## src/rtl/controle_temporizador_pkg.sv

```systemverilog
// Shared definitions for the countdown timer and its 7-segment state decoder.
//   estado_t  : FSM state codes (also the code shown on the state display)
//   BCD_MAX   : largest legal BCD digit
//   clamp_bcd : forces an out-of-range BCD nibble (10..15) down to 9
package controle_temporizador_pkg;

  typedef enum logic [1:0] {
    OCIOSO   = 2'b00,
    CONTANDO = 2'b01,
    PAUSA    = 2'b10,
    FIM      = 2'b11
  } estado_t;

  localparam logic [3:0] BCD_MAX = 4'd9;

  function automatic logic [3:0] clamp_bcd(input logic [3:0] digit);
    return (digit > BCD_MAX) ? BCD_MAX : digit;
  endfunction

endpackage

```

## src/rtl/controle_temporizador_if.sv

```systemverilog
// Signal bundle between the control panel (master) and the timer (slave).
//   tick        : one-cycle enable pulse from an external divider
//   iniciar     : level, start or resume the countdown
//   pausar      : level, pause the countdown (dominates iniciar)
//   carga_dez   : preset tens digit 0..3
//   carga_unid  : preset units digit, BCD (10..15 clamped to 9)
//   estado_out  : current FSM state code
//   dez_out     : current tens digit
//   unid_out    : current units digit, BCD
//   fim         : one-cycle pulse on entry to FIM
// There is no valid/ready handshake here: inputs are plain levels/pulses
// sampled on every rising clock edge, outputs are registered.
interface controle_temporizador_if;

  logic       tick;
  logic       iniciar;
  logic       pausar;
  logic [1:0] carga_dez;
  logic [3:0] carga_unid;
  logic [1:0] estado_out;
  logic [1:0] dez_out;
  logic [3:0] unid_out;
  logic       fim;

  modport master (
    output tick, iniciar, pausar, carga_dez, carga_unid,
    input  estado_out, dez_out, unid_out, fim
  );

  modport slave (
    input  tick, iniciar, pausar, carga_dez, carga_unid,
    output estado_out, dez_out, unid_out, fim
  );

endinterface

```

## src/rtl/controle_temporizador_contador_bcd_dec.sv

```systemverilog
// Two-digit BCD down-counter (tens 0..3, units 0..9).
//   clk, rst_n : clock, asynchronous active-low reset (clears to 00)
//   load       : copy load_dez/load_unid into the counter (wins over enable)
//   enable     : decrement by one; holds at 00, never wraps below
//   load_dez   : tens value to load
//   load_unid  : units value to load, expected already clamped to 0..9
//   dez, unid  : current value
//   zero       : high while the value is 00
module contador_bcd_dec
  import controle_temporizador_pkg::*;
(
  input  logic       clk,
  input  logic       rst_n,
  input  logic       load,
  input  logic       enable,
  input  logic [1:0] load_dez,
  input  logic [3:0] load_unid,
  output logic [1:0] dez,
  output logic [3:0] unid,
  output logic       zero
);

  assign zero = (dez == 2'd0) && (unid == 4'd0);

  always_ff @(posedge clk or negedge rst_n) begin
    if (!rst_n) begin
      dez  <= 2'd0;
      unid <= 4'd0;
    end else if (load) begin
      dez  <= load_dez;
      unid <= load_unid;
    end else if (enable && !zero) begin
      if (unid != 4'd0) begin
        unid <= unid - 4'd1;
      end else begin
        // Borrow from the tens digit; zero guard above keeps dez > 0 here.
        unid <= BCD_MAX;
        dez  <= dez - 2'd1;
      end
    end
  end

endmodule

```

## src/rtl/controle_temporizador.sv

```systemverilog
// Countdown timer control: OCIOSO (load preset) -> CONTANDO (count on tick)
// <-> PAUSA, then FIM for FIM_TICKS ticks before returning to OCIOSO.
//   FIM_TICKS  : tick pulses spent in FIM (1..15)
//   clk        : clock, all state updates on the rising edge
//   rst_n      : asynchronous active-low reset
//   bus        : slave side of controle_temporizador_if (inputs, digits,
//                state code and fim pulse)
module controle_temporizador
  import controle_temporizador_pkg::*;
#(
  parameter int FIM_TICKS = 3
) (
  input  logic                        clk,
  input  logic                        rst_n,
  controle_temporizador_if.slave      bus
);

  localparam logic [3:0] FIM_LAST = 4'(FIM_TICKS - 1);

  estado_t    state, next_state;
  logic [3:0] fim_cnt, fim_cnt_next;
  logic       fim_q;

  logic       cnt_load, cnt_en;
  logic [1:0] dez;
  logic [3:0] unid;
  logic       zero;

  logic [3:0] preset_unid;
  logic       preset_zero;
  logic       is_one;

  assign preset_unid = clamp_bcd(bus.carga_unid);
  assign preset_zero = (bus.carga_dez == 2'd0) && (preset_unid == 4'd0);
  assign is_one      = (dez == 2'd0) && (unid == 4'd1);

  contador_bcd_dec u_contador (
    .clk       (clk),
    .rst_n     (rst_n),
    .load      (cnt_load),
    .enable    (cnt_en),
    .load_dez  (bus.carga_dez),
    .load_unid (preset_unid),
    .dez       (dez),
    .unid      (unid),
    .zero      (zero)
  );

  always_ff @(posedge clk or negedge rst_n) begin
    if (!rst_n) begin
      state   <= OCIOSO;
      fim_cnt <= 4'd0;
      fim_q   <= 1'b0;
    end else begin
      state   <= next_state;
      fim_cnt <= fim_cnt_next;
      // Registered pulse: high for exactly the first cycle spent in FIM.
      fim_q   <= (next_state == FIM) && (state != FIM);
    end
  end

  always_comb begin
    next_state   = state;
    fim_cnt_next = 4'd0;
    cnt_load     = 1'b0;
    cnt_en       = 1'b0;
    case (state)
      OCIOSO: begin
        cnt_load = 1'b1;
        // Decision uses the clamped preset, which is what gets loaded on
        // this same edge, so the counter always matches the chosen state.
        if (bus.iniciar && !bus.pausar) begin
          next_state = preset_zero ? FIM : CONTANDO;
        end
      end
      CONTANDO: begin
        if (bus.pausar) begin
          next_state = PAUSA;
        end else if (zero) begin
          next_state = FIM;
        end else if (bus.tick) begin
          cnt_en = 1'b1;
          if (is_one) begin
            next_state = FIM;
          end
        end
      end
      PAUSA: begin
        if (!bus.pausar && bus.iniciar) begin
          next_state = CONTANDO;
        end
      end
      FIM: begin
        fim_cnt_next = fim_cnt;
        if (bus.tick) begin
          if (fim_cnt >= FIM_LAST) begin
            next_state   = OCIOSO;
            fim_cnt_next = 4'd0;
            // Reload on the exit edge so the preset appears with OCIOSO.
            cnt_load     = 1'b1;
          end else begin
            fim_cnt_next = fim_cnt + 4'd1;
          end
        end
      end
      default: next_state = OCIOSO;
    endcase
  end

  assign bus.estado_out = state;
  assign bus.dez_out    = dez;
  assign bus.unid_out   = unid;
  assign bus.fim        = fim_q;

endmodule

```

## src/flat_wrapper.sv

```systemverilog
// flat-port wrapper written by rule: the top's interface ports become plain ports
module controle_temporizador_flat import controle_temporizador_pkg::*;
#(
  parameter int FIM_TICKS = 3
)
  (clk, rst_n, bus_tick, bus_iniciar, bus_pausar, bus_carga_dez, bus_carga_unid, bus_estado_out, bus_dez_out, bus_unid_out, bus_fim);
  controle_temporizador_if bus_i ();
  input  logic clk;
  input  logic rst_n;
  input wire logic [$bits(bus_i.tick)-1:0] bus_tick;
  input wire logic [$bits(bus_i.iniciar)-1:0] bus_iniciar;
  input wire logic [$bits(bus_i.pausar)-1:0] bus_pausar;
  input wire logic [$bits(bus_i.carga_dez)-1:0] bus_carga_dez;
  input wire logic [$bits(bus_i.carga_unid)-1:0] bus_carga_unid;
  output wire logic [$bits(bus_i.estado_out)-1:0] bus_estado_out;
  output wire logic [$bits(bus_i.dez_out)-1:0] bus_dez_out;
  output wire logic [$bits(bus_i.unid_out)-1:0] bus_unid_out;
  output wire logic [$bits(bus_i.fim)-1:0] bus_fim;
  assign bus_i.tick = bus_tick;
  assign bus_i.iniciar = bus_iniciar;
  assign bus_i.pausar = bus_pausar;
  assign bus_i.carga_dez = bus_carga_dez;
  assign bus_i.carga_unid = bus_carga_unid;
  assign bus_estado_out = bus_i.estado_out;
  assign bus_dez_out = bus_i.dez_out;
  assign bus_unid_out = bus_i.unid_out;
  assign bus_fim = bus_i.fim;
  controle_temporizador #(.FIM_TICKS(FIM_TICKS)) u_core (.clk(clk), .rst_n(rst_n), .bus(bus_i));
endmodule
```

## config.mk

```make
export PLATFORM = sky130hd
export DESIGN_NAME = controle_temporizador_flat
export DESIGN_NICKNAME = d
export VERILOG_FILES = /design/src/rtl/controle_temporizador_pkg.sv /design/src/rtl/controle_temporizador_if.sv /design/src/rtl/controle_temporizador_contador_bcd_dec.sv /design/src/rtl/controle_temporizador.sv /design/src/flat_wrapper.sv
export SDC_FILE = /design/constraint.sdc
export NUM_CORES = 1
export LEC_CHECK = 0
export CORE_MARGIN = 1
export CORE_UTILIZATION = 40
export CTS_CLUSTER_DIAMETER = 200
export DETAILED_ROUTE_END_ITERATION = 10
export PLACE_DENSITY_LB_ADDON = 0.05
export SYNTH_ARGS = -nofsm -noshare
export SYNTH_HDL_FRONTEND = slang
export SYNTH_HIERARCHICAL = 1
export SYNTH_SLANG_ARGS = --single-unit
```

## constraint.sdc

```tcl
create_clock -name clk -period 2.3 [get_ports clk]
set_input_delay 0.46 -clock clk [delete_from_list [all_inputs] [get_ports clk]]
set_output_delay 0.46 -clock clk [all_outputs]
set_load 0.01 [all_outputs]
```

After elaboration in Yosys (flattened, before gate mapping) --
Index checks and enable logic that the tools add are counted.
Word-level totals: memory bits (read-only) 0, output and inout port bits 9, memory bits (writable) 0, word-level logic and storage cells 61, bits of input ports 11, latch bits 0, memories kept 0, register bits after elaboration 13
Cells by class: multiply operators 0, mux-type cells 27, $lt $le $gt $ge 2, divide/modulo/power cells 0, $add $sub $neg 3, reductions and logical operators 16, bitwise gates (word level) 0, eq/ne operators 8, shifts and indexed selects 0
Operators by type and width (number):
- $mux W4 | 7
- $mux W2 | 12
- $logic_not A4 Y1 | 2
- $pmux W2 S4 | 1
- $eq A2 B2 Y1 const B | 3
- $logic_and A1 B1 Y1 | 6
- $logic_not A2 Y1 | 3
- $mux W1 | 6
- $add A4 B1 Y4 const B | 1
- $eq A4 B1 Y1 const B | 1
- $ge A4 B2 Y1 const B | 1
- $gt A4 B4 Y1 const B | 1
- $ne A2 B2 Y1 const B | 2
- $reduce_bool A4 Y1 | 1
- $sub A4 B1 Y4 const B | 1
- $eq A2 B1 Y1 const B | 1
- $logic_not A1 Y1 | 2
- $ne A2 B1 Y1 const B | 1
- $pmux W1 S2 | 1
- $reduce_and A2 Y1 | 1
- $reduce_bool A2 Y1 | 1
- $sub A2 B1 Y2 const B | 1

Longest topological paths before layout --
Gate-level depths: netlist of run 1.
depth in word-level cells 9, depth in mapped cells 9, gate-level depth less buffers 8

Hierarchy --
The synthesis of run 1 kept the hierarchy.
Modules (own cells, without submodules):
- controle_temporizador | area each 564.3 um2, sequential area each 175.2 um2, cells an instance 62, times used 1
- contador_bcd_dec | area each 372.9 um2, sequential area each 150.1 um2, cells an instance 39, times used 1

Least setup slack after synthesis of run 1 --
OpenSTA, ideal clock, no wires.
path kind register to register, start point register u_core.state[1], in the netlist u_core/bus.estado_out[1], end point register u_core.u_contador.dez[0], arrival 1814 ps, required time 2176 ps, buffers on the path 0, cell stages (with the launch flop) 8, setup time 124 ps, setup slack 362 ps, cells stage by stage dfrtp_1 -> inv_1 -> ha_1 -> nor2b_1 -> and3b_1 -> nor4b_4 -> a21oi_1 -> o31a_1
Between the ends: word-level cells in the longest chain between the ends 5, elaborated cells between the ends (all ways) 10, classes of those cells eq/ne: 3; mux: 3; reduce/logical: 4
RTL lines:
- start: declaration | line controle_temporizador.sv:20 | estado_t state, next_state;
- start signal: assignment | line controle_temporizador.sv:55 | state <= next_state;
- $eq A2 B1 Y1 | line controle_temporizador.sv:67 | case (state)
- $mux W1 | line controle_temporizador.sv:67
- named net u_core.cnt_en | line controle_temporizador.sv:24 | logic cnt_load, cnt_en;
- $logic_and A1 B1 Y1 | line controle_temporizador_contador_bcd_dec.sv:32 | end else if (enable && !zero) begin
- $reduce_bool A2 Y1 (no source line)
- $reduce_and A2 Y1 (no source line)
- end signal: assignment | line controle_temporizador_contador_bcd_dec.sv:30 | dez <= load_dez;
- end signal: assignment | line controle_temporizador_contador_bcd_dec.sv:38 | dez <= dez - 2'd1;
- end: declaration | line controle_temporizador_contador_bcd_dec.sv:18 | output logic [1:0] dez,
The timed path passes the listed nets, and every way through them passes these cells. A chain may end at the register's enable or synchronous reset.

Worst setup path in the final report of run 1 --
start point register u_core.state[0], in the netlist u_core/bus.estado_out[0], end point register u_core.u_contador.dez[0]
The elaborated chain is that of the path after synthesis.

==> run metrics, run 1 <==
outcome complete, no violations; hold buffer count at cts 0; Compound-Gate Fraction of Synth Area 19.2%; period utilisation layout 90.8%; DP Area 1190 sq um; n_diodes 0; DP Cell Count 150; GR Overflow Total 0; row cnt 17; gpl congestion 0.858; power share of the clock group 11.2%; Initial Util 42.4%; slew margin rel. 60.7%; CTS tree done; Nets 145; post-synthesis mux area share 2.14%; core box area 2210 sq um; kind of critical path reg -> reg; number of flops mapped to enable cells by yosys 0; Net Sw Frac 41.5%; Post-Synth XOR/XNOR Area 0%; Power Total 1.28 mW; Pre-Repair DR Iteration Count 4; Clock transition at path regs 0.09 ns; largest family of logic cells by synthesized area simple AND/OR/NAND/NOR gates; # port buffers 19; 1st-iter DRT viols 11; Vias per Instance 5.21; Max-cap violations 0; clk_skew 0.00878 ns; Yosys reg bits 13; arrival time worst endpoint 2.24 ns; part of the power in registers 31.0%; post-route setup TNS 0 ns; Yosys warnings 6; minimum clock period 2.09 ns; synth unique cells 40; Reg area 325 sq um; drt drc 0; post-synthesis sequential area ratio 34.7%; final std cells w/o fill 154; final core utilization 54.9%; Avg Inst Size Synth 9.28 sq um; Clock Sinks 13; Leak 0.531 nW; Pwr Density 1050 nW/um^2; Net Sw Power 0.530 mW; fin area 1210 sq um; min-delay worst type reg -> reg; Post-Synth Simple-Gate Area 29.6%; maximum vdd drop 676 uV; Max Buffers Root-to-Sink 2; prevailing post-synth register cell dfrtp_1; Area growth, synth to finish 29.5%; Fmax 479 MHz; critical path data required time 2.46 ns; Async SR Flop Fraction 100%; total CTS buffers 3; die width 50.4 um; Die Span Y 50.4 um; largest net degree at the start of global routing 14; first-pass GRT wire length 3310 um; post-synthesis adder-cell area fraction 9.35%; P_int 0.746 mW; Final ANT Viol Nets 0; WL final 1950 um; total track usage 17.5%; routed len/inst 12.6 um; total number of vias 802; Post-Syn Area 937 sq um; initial antenna violation count 0; Resize count post-CTS 0; tightest hold margin 0.525 ns; Fin. Hold Viols 0; final setup vio count 0; postcts setup bufs 0; area of the multi-input gates 566 sq um; H-tree depth 1; worst skew pair latency 0.27 ns; Fillers 222; max-slew violations 0; combinational share of power 57.7%; crit path launch type register; Placement Setup Slack 0.0156 ns; share of layout cells above drive strength 1 14.3%; RSZ-0062 raised after global routing false; Die Area 2540 sq um; Worst Slack Setup Final 0.213 ns; vias in the first global route 773; Max Fanout on Critical Path 7; Worst setup EP type register; Post-DP HPWL 1490 um; io pins 20; Root Driver clkbuf_4; actual slew at the worst max-slew pin 0.588 ns; Synth Instances 101; Net Count, Synth 119
==> final cells by class <==
| type | instances | share of cell area (%) |
|---|---|---|
| flip-flops and latches | 13 | 26.8 |
| multi-input cells | 76 | 46.6 |
| clock buffers | 4 | 2.16 |
| inverters | 9 | 2.78 |
| repair buffers | 24 | 18.8 |
| well taps | 28 | 2.89 |
==> final timing paths <==
kind                                                  end  slack (ns)  cells past startpoint                      from
worst max-delay path             u_core/u_contador/dez[0]        0.21                      6  u_core/bus.estado_out[0]
worst min-delay path                    u_core/fim_cnt[3]        0.53                      2         u_core/fim_cnt[3]
worst max register to register   u_core/u_contador/dez[0]        0.21                      6  u_core/bus.estado_out[0]
worst min register to register          u_core/fim_cnt[3]        0.53                      2         u_core/fim_cnt[3]
max in group asynchronous       u_core/u_contador/unid[3]        1.36                      1                     rst_n
min in group asynchronous                  u_core/bus.fim        0.55                      1                     rst_n
==> flip-flops by register name, summed over array words and instances (netlist names) <==
signal,flops
u_core/u_contador/unid,4
u_core/fim_cnt,4
u_core/bus.estado_out,2
u_core/u_contador/dez,2
u_core/bus.fim,1
==> cell usage in the layout (no fill, tap or decap), drive strengths merged, types with 3 or more instances in the layout <==
master / synthesis / routed
clkdlybuf4s50: 0 / 19
dfrtp: 13 / 13
inv: 9 / 9
nand2: 7 / 7
a21oi: 7 / 7
ha: 7 / 7
nor2b: 6 / 6
nor2: 6 / 6
o21ai: 6 / 6
buf: 1 / 5
clkbuf: 2 / 4
nand2b: 3 / 3
==> power groups by stage <==
stage	Clock (mW)	Combinational, mW	Sequential, mW
final	0.143	0.737	0.396
after floorplan	0	0.392	0.433
after CTS	0.149	0.730	0.397
after global routing	0.157	0.812	0.408
after detailed placement	0	0.724	0.401
after global placement	0	0.725	0.399
==> kinds of logic after synthesis <==
| group | after synthesis |
|---|---|
| buffers and inverters | 12 |
| multiplexers | 2 |
| flip-flops | 13 |
| AND/OR/NAND/NOR | 41 |
| AO/OA/AOI/OAI | 26 |
| adder cells (fa/ha/maj) | 7 |
==> cell usage after synthesis (all sizes together), types with 2 or more instances <==
cell type  count  share of area [%]
clkbuf         2               0.80
o21ai          6                3.6
a21oi          7                3.7
nand3          2                1.1
dfrtp         13                 35
a21boi         2                2.0
inv            9                3.6
and2           2                1.3
or4b           2                2.1
nand2          7                2.8
nor2b          6                4.0
mux2i          2                2.1
ha             7                9.3
nand2b         3                2.8
a31oi          2                1.3
nor4           2                2.0
a221oi         2                2.5
o22a           2                1.9
or4            2                2.4
and3           2                1.3
nor2           6                2.4
==> worst max-delay path, stage by stage (launching register included) <==
cell and delay (ns):
dfrtp_1 0.47, ha_1 0.19, nor2b_1 0.26, and3b_1 0.30
nor4b_4 0.35, a21oi_1 0.11, o31a_1 0.29
==> layer usage <==
metal	part of all wire [%]	up-vias	global-route usage [%]	wire (um)
met1	53	374	24.7	1020
li1	-	412	-	-
met5	0	-	0	0
met3	3.5	2	2.73	68
met4	0.72	0	6.94	14
met2	43	14	26.4	839
Note: power is estimated with default switching activity, not from simulation.
==> run 2: changes to the inputs <==
--- a/config.mk
+++ b/config.mk
@@ -5,9 +5,7 @@
 export SDC_FILE = /design/constraint.sdc
 export NUM_CORES = 1
 export LEC_CHECK = 0
-export CORE_MARGIN = 1
 export CORE_UTILIZATION = 40
-export CTS_CLUSTER_DIAMETER = 200
 export DETAILED_ROUTE_END_ITERATION = 10
 export PLACE_DENSITY_LB_ADDON = 0.05
 export SYNTH_ARGS = -nofsm -noshare
==> results of run 2 <==
Final layout, timing and power as in run 1 (identical DEF).
